## config.mk

```make
export PLATFORM = sky130hd
export DESIGN_NAME = fetch
export DESIGN_NICKNAME = d
export VERILOG_FILES = /design/src/rtl/riscv_pkg.sv /design/src/rtl/fetch_fifo.sv /design/src/rtl/fetch.sv
export SDC_FILE = /design/constraint.sdc
export NUM_CORES = 1
export LEC_CHECK = 0
export CELL_PAD_IN_SITES_DETAIL_PLACEMENT = 0
export CELL_PAD_IN_SITES_GLOBAL_PLACEMENT = 2
export CORE_MARGIN = 4
export CORE_UTILIZATION = 39
export CTS_BUF_LIST = sky130_fd_sc_hd__clkbuf_8
export CTS_CLUSTER_DIAMETER = 40
export DETAILED_ROUTE_END_ITERATION = 7
export GPL_TIMING_DRIVEN = 0
export PLACE_DENSITY_LB_ADDON = 0.1
export SYNTH_ARGS = -nofsm -noshare
export SYNTH_HDL_FRONTEND = slang
export SYNTH_SLANG_ARGS = --single-unit
```

## constraint.sdc

```tcl
create_clock -name clk -period 11.53 [get_ports clk]
set_input_delay 2.306 -clock clk [delete_from_list [all_inputs] [get_ports clk]]
set_output_delay 2.306 -clock clk [all_outputs]
set_load 0.1 [all_outputs]
```

## src/rtl/riscv_pkg.sv

```systemverilog
`default_nettype none
// ============================================================================
// Module   : riscv (package)
// Brief    : Shared core constants and the fetch-to-decode packet type.
// Revision : 1.0
// ============================================================================
package riscv;

    localparam int          IMEM_ADDR_WIDTH = 10;
    localparam int          INSN_WIDTH      = 32;
    localparam logic [31:0] RESET_PC        = 32'h0000_0000;

    typedef struct packed {
        logic [31:0]           pc;
        logic [INSN_WIDTH-1:0] insn;
    } fetch_pkt_t;

endpackage
`default_nettype wire

```

## src/rtl/fetch_fifo.sv

```systemverilog
`default_nettype none
// ============================================================================
// Module   : fetch_fifo
// Brief    : Two-entry packet FIFO; the head always sits in slot 0 so the
//            output is a plain register.
// Revision : 1.0
// ============================================================================
module fetch_fifo
    import riscv::*;
(
    input  logic       clk,
    input  logic       reset,
    input  logic       push,
    input  logic       pop,
    input  logic       flush,
    input  fetch_pkt_t wdata,
    output logic [1:0] occ,
    output fetch_pkt_t head
);

    logic [1:0] r_occ;
    fetch_pkt_t r_slot [2];
    logic       w_pop;

    assign w_pop = pop && (r_occ != 2'd0);
    assign occ   = r_occ;
    assign head  = r_slot[0];

    always_ff @(posedge clk) begin
        if (reset || flush) begin
            r_occ <= 2'd0;
        end else begin
            case ({push, w_pop})
                2'b10: begin
                    if (r_occ == 2'd0) r_slot[0] <= wdata;
                    else               r_slot[1] <= wdata;
                    r_occ <= r_occ + 2'd1;
                end
                2'b01: begin
                    r_slot[0] <= r_slot[1];
                    r_occ     <= r_occ - 2'd1;
                end
                2'b11: begin
                    // Occupancy unchanged; new packet lands behind whatever remains
                    if (r_occ == 2'd1) begin
                        r_slot[0] <= wdata;
                    end else begin
                        r_slot[0] <= r_slot[1];
                        r_slot[1] <= wdata;
                    end
                end
                default: ;
            endcase
        end
    end

    always_ff @(posedge clk) begin
        if (!reset) begin
            assert (!(push && r_occ == 2'd2));
        end
    end

endmodule
`default_nettype wire

```

## src/rtl/fetch.sv

```systemverilog
`default_nettype none
// ============================================================================
// Module   : fetch
// Brief    : Instruction fetch unit: PC, imem issue, kill and packet buffer.
// Revision : 1.0
// ============================================================================
module fetch #(
    parameter int          ADDR_WIDTH = riscv::IMEM_ADDR_WIDTH,
    parameter int          DATA_WIDTH = 32,
    parameter logic [31:0] RESET_PC   = riscv::RESET_PC
) (
    input  logic                  clk,
    input  logic                  reset,
    output logic [ADDR_WIDTH-1:0] imem_addr,
    input  logic [DATA_WIDTH-1:0] imem_data,
    input  logic                  redirect_valid,
    input  logic [31:0]           redirect_pc,
    output logic                  out_valid,
    input  logic                  out_ready,
    output logic [31:0]           out_pc,
    output logic [DATA_WIDTH-1:0] out_insn
);

    logic [31:0]           r_pc;
    logic                  r_inflight;
    logic [31:0]           r_inflight_pc;
    logic                  r_kill;
    logic [ADDR_WIDTH-1:0] r_addr_hold;

    logic [1:0]            w_occ;
    logic                  w_pop;
    logic                  w_push;
    logic [2:0]            w_load;
    logic                  w_issue;
    riscv::fetch_pkt_t     w_wdata;
    riscv::fetch_pkt_t     w_head;

    assign w_pop   = out_valid && out_ready;
    assign w_push  = r_inflight && !r_kill;
    // Packets buffered plus the one still in flight after this cycle's pop
    assign w_load  = {1'b0, w_occ} + {2'b00, r_inflight} - {2'b00, w_pop};
    assign w_issue = !reset && !redirect_valid && (w_load < 3'd2);

    // imem has no enable, so the address is held between issues
    assign imem_addr = w_issue ? r_pc[ADDR_WIDTH+1:2] : r_addr_hold;

    assign w_wdata.pc   = r_inflight_pc;
    assign w_wdata.insn = imem_data;

    always_ff @(posedge clk) begin
        if (reset) begin
            r_pc          <= RESET_PC;
            r_inflight    <= 1'b0;
            r_inflight_pc <= RESET_PC;
            r_kill        <= 1'b0;
            r_addr_hold   <= RESET_PC[ADDR_WIDTH+1:2];
        end else if (redirect_valid) begin
            r_pc       <= redirect_pc & ~32'h3;
            r_kill     <= r_inflight;
            r_inflight <= 1'b0;
        end else begin
            r_kill     <= 1'b0;
            r_inflight <= w_issue;
            if (w_issue) begin
                r_inflight_pc <= r_pc;
                r_pc          <= r_pc + 32'd4;
                r_addr_hold   <= r_pc[ADDR_WIDTH+1:2];
            end
        end
    end

    fetch_fifo u_fifo (
        .clk   (clk),
        .reset (reset),
        .push  (w_push),
        .pop   (w_pop),
        .flush (redirect_valid),
        .wdata (w_wdata),
        .occ   (w_occ),
        .head  (w_head)
    );

    assign out_valid = (w_occ != 2'd0);
    assign out_pc    = w_head.pc;
    assign out_insn  = w_head.insn;

endmodule
`default_nettype wire

```

==> qor.csv <==
stage;metric;value;unit
grt;grt_max_degree;20;
floorplan;core-area;0.0212;sq mm
timing;fin_setup_tns;0;ns
setup_path;critical_path_arrival;6.45;ns
worst_hold_path;hp-class;reg2reg;
floorplan;die_width;155;um
synth;synth_top_area_share;43.9;%
synth;synth_area_leaders;edfxtp_1 44%, dfxtp_1 17%, mux2_2 8.4%, buf_4 5.7%, nand2_1 4.7%;
cells_and_area;syn_to_final_growth;26.2;%
synth;synth_cell_types;56;
floorplan;die_y;155;um
synth;yosysSeqAreaShare;61.4;%
setup_path;r2r_end;r_pc[5]$_SDFFE_PP0P_;
setup_path;worst_setup_path_start_kind;primary input;
setup_path;cpMostUsedCell;nand2_1;
placed_design;dp.cells;1129;
timing;hold_viol;0;
synth;synth-seq-cells;198;
cells_and_area;multiInputGateArea;0.00256;sq mm
placed_design;io_buffer_count;136;
cells_and_area;n_antenna_cell;0;
setup_path;r2r_slack;8.00;ns
floorplan;io_pins;143;
floorplan;start_util;39.9;%
pwr;seq_power_share;54.7;%
routing;ant_nets;0;
clock_tree;clk_path_buf_depth;2;
floorplan;rows;53;
pwr;cellPowerDensity;136;mW/mm^2
grt;grt_pass1_vias;5882;
timing;rsz0062_at_grt;no;
timing;worstMarginPinSlew;0.999;ns
timing;max_freq;114;MHz
synth;synth_top_area_cell;edfxtp_1;
clock_tree;cts_made_buffers;17;
setup_path;worstPathRequired;9.22;ns
clock_tree;clkLatencyLatePin;0.46;ns
routing;routed_wl;20.0;mm
pwr;power.switching;0.436;mW
pwr;power_leakage;3.85;nW
synth;synth-xor-area-share;0.930;%
cells_and_area;drive_above_1_share;22.1;%
grt;grt_pass1_wl;31.8;mm
setup_path;crit_path_max_incr_delay;1.13;ns
synth;synth_edf_count;124;
pwr;power.share.clock;28.0;%
clock_tree;clk_pin_slew_worst_paths;0.09;ns
pwr;power;1.46;mW
setup_path;crit_path_start;out_ready;
setup_path;critPathTopFamily;buffers and inverters;
cells_and_area;nets;949;
synth;syn_inst;704;
floorplan;dieArea;0.0242;sq mm
placed_design;dp_hpwl;14.9;mm
setup_path;crit_end;imem_addr[9];
cells_and_area;stdcell_count;1161;
setup_path;end_kind;output pin;
placed_design;place_area;0.0103;sq mm
setup_path;rr_worst_depth;15;
synth;yosysWarningCount;0;
synth;yosys_most_used_dff;edfxtp_1;
routing;avgViaCountPerCell;4.99;
pwr;p_int;1.02;mW
setup_path;path_class;in2out;
pwr;switching_share;29.9;%
synth;synth.avg_cell_area;12.0;sq um
grt;grtUsageTotal;16.8;%
placed_design;gp_congestion;0.828;
synth;synthMuxAreaShare;8.49;%
timing;clock_skew;0.0191;ns
timing;fin_crit_sh;76.0;%
synth;synth_compound_area_share;8.11;%
routing;drc;0;
synth;synthAdderAreaFrac;1.27;%
grt;antenna_found_initial;0;
synth;synth_most_common_cell;edfxtp_1;
routing;via_count;5793;
synth;synth_top_family_by_area;simple AND/OR/NAND/NOR gates;
timing;drv_slew;0;
clock_tree;cts_resized;0;
timing;setup_violations;0;
timing;slew_headroom;33.2;%
synth;yosys-top-cells-count;124 x edfxtp_1, 107 x nand2_1, 74 x dfxtp_1, 64 x buf_4, 63 x mux2_2;
clock_tree;cts_htree_levels;4;
pwr;p_comb_share;17.3;%
outcome;status;completed;
synth;ys_async_sr_fraction;0;%
clock_tree;cts_setup_buffers;0;
clock_tree;cts_tree;yes;
setup_path;cp_num_buf_inv;6;
timing;period_minus_slack;8.76;ns
cells_and_area;fill_cells;1962;
cells_and_area;fin_util;50.4;%
setup_path;crit_path_top_delay_cell;clkdlybuf4s50_1;
run;max_cap_violations;0;
clock_tree;cts_root_buffer;clkbuf_8;
routing;dr.pass1.iters;5;
cells_and_area;final-seq-area;0.00520;sq mm
setup_path;cp_num_cells;14;
clock_tree;hold_buffers;0;
grt;overflow;0;
routing;drt-initial-drc-count;395;
synth;synth-simple-area-share;11.2;%
synth;synth_area;0.00847;sq mm
routing;wire_per_inst;17.3;um
setup_path;cp_max_fo;10;
clock_tree;clkSinkCount;198;
setup_path;reg2reg_from;u_fifo.occ[1]$_SDFFE_PN0P_;
cells_and_area;final_area;0.0107;sq mm
pwr;vdd_drop_max;0.0596;mV
setup_path;path_cells;clkdlybuf4s50_1 -> nand2_1 -> inv_1 -> ha_1 -> nand2b_1 -> fa_1 -> xnor2_1 -> nand3_2 -> clkinv_2 -> buf_2 -> buf_2 -> nand2_1 -> nand2_1 -> clkdlybuf4s50_1;
-- per-layer routing --
layer	global-route usage, %	vias up	share of wire [%]
li1	-	2826	-
met1	22.7	2778	45
met2	26.7	173	47
met3	4.23	16	5.8
met4	5.59	0	2.2
met5	0	-	0
-- sequential cells by signal, summed over array words and instances (netlist names) --
signal,cells
r_addr_hold,10
r_inflight,1
r_inflight_pc,30
r_kill,1
r_pc,30
u_fifo.occ,2
u_fifo.r_slot,124
-- how the worst min path moves through the flow --
| stage | endpoint | cells after the start | slack, ns | start |
|---|---|---|---|---|
| after floorplan | u_fifo.r_slot[0][100]$_DFFE_PP_ | 0 | 0.42 | r_inflight_pc[4]$_SDFFE_PP0P_ |
| after global placement | u_fifo.r_slot[0][125]$_DFFE_PP_ | 0 | 0.44 | r_inflight_pc[29]$_SDFFE_PP0P_ |
| after detailed placement | u_fifo.r_slot[0][116]$_DFFE_PP_ | 0 | 0.44 | r_inflight_pc[20]$_SDFFE_PP0P_ |
| after CTS | u_fifo.r_slot[0][116]$_DFFE_PP_ | 0 | 0.46 | r_inflight_pc[20]$_SDFFE_PP0P_ |
| after global routing | u_fifo.r_slot[0][104]$_DFFE_PP_ | 0 | 0.49 | r_inflight_pc[8]$_SDFFE_PP0P_ |
| final | u_fifo.r_slot[0][123]$_DFFE_PP_ | 0 | 0.47 | r_inflight_pc[27]$_SDFFE_PP0P_ |
-- layout by cell type, fill, tap and decap left out, types with 12 or more instances in the layout --
| master | instances |
|---|---|
| buf_6 | 13 |
| clkbuf_8 | 19 |
| inv_1 | 15 |
| nand2_1 | 107 |
| nand3_1 | 12 |
| clkbuf_1 | 21 |
| a31oi_1 | 15 |
| a21oi_1 | 60 |
| edfxtp_1 | 124 |
| mux2_2 | 63 |
| clkdlybuf4s50_1 | 136 |
| dfxtp_1 | 74 |
| buf_4 | 65 |
-- logic make-up after synthesis --
family / count (synthesis)
adder cells (fa/ha/maj): 8
AO/OA/AOI/OAI: 115
buffers and inverters: 115
flip-flops: 198
other: 1
multiplexers: 64
AND/OR/NAND/NOR: 194
XOR/XNOR: 9
-- stage by stage --
stage	setup slack [ns]	hold WS, ns
after floorplan	3.70	0.424
after global placement	0.492	0.440
after detailed placement	2.75	0.436
after CTS	2.73	0.463
after global routing	2.55	0.491
final	2.77	0.465
-- area by class of cell --
class	instances	area share, %
plain buffers	100	6.21
repair buffers	149	14.1
clock inverters	15	1.16
well taps	275	3.22
inverters	15	0.538
flip-flops and latches	198	48.7
clock buffers	17	2.19
multi-input cells	392	23.9
-- power groups by stage --
| stage | Clock [mW] | Combinational (mW) | Sequential (mW) |
|---|---|---|---|
| final | 0.407 | 0.252 | 0.798 |
| after global routing | 0.458 | 0.270 | 0.801 |
| after CTS | 0.423 | 0.255 | 0.798 |
| after detailed placement | 0 | 0.254 | 0.814 |
| after global placement | 0 | 0.246 | 0.817 |
| after floorplan | 0 | 0.174 | 0.811 |
Note: power is estimated with default switching activity, not from simulation.
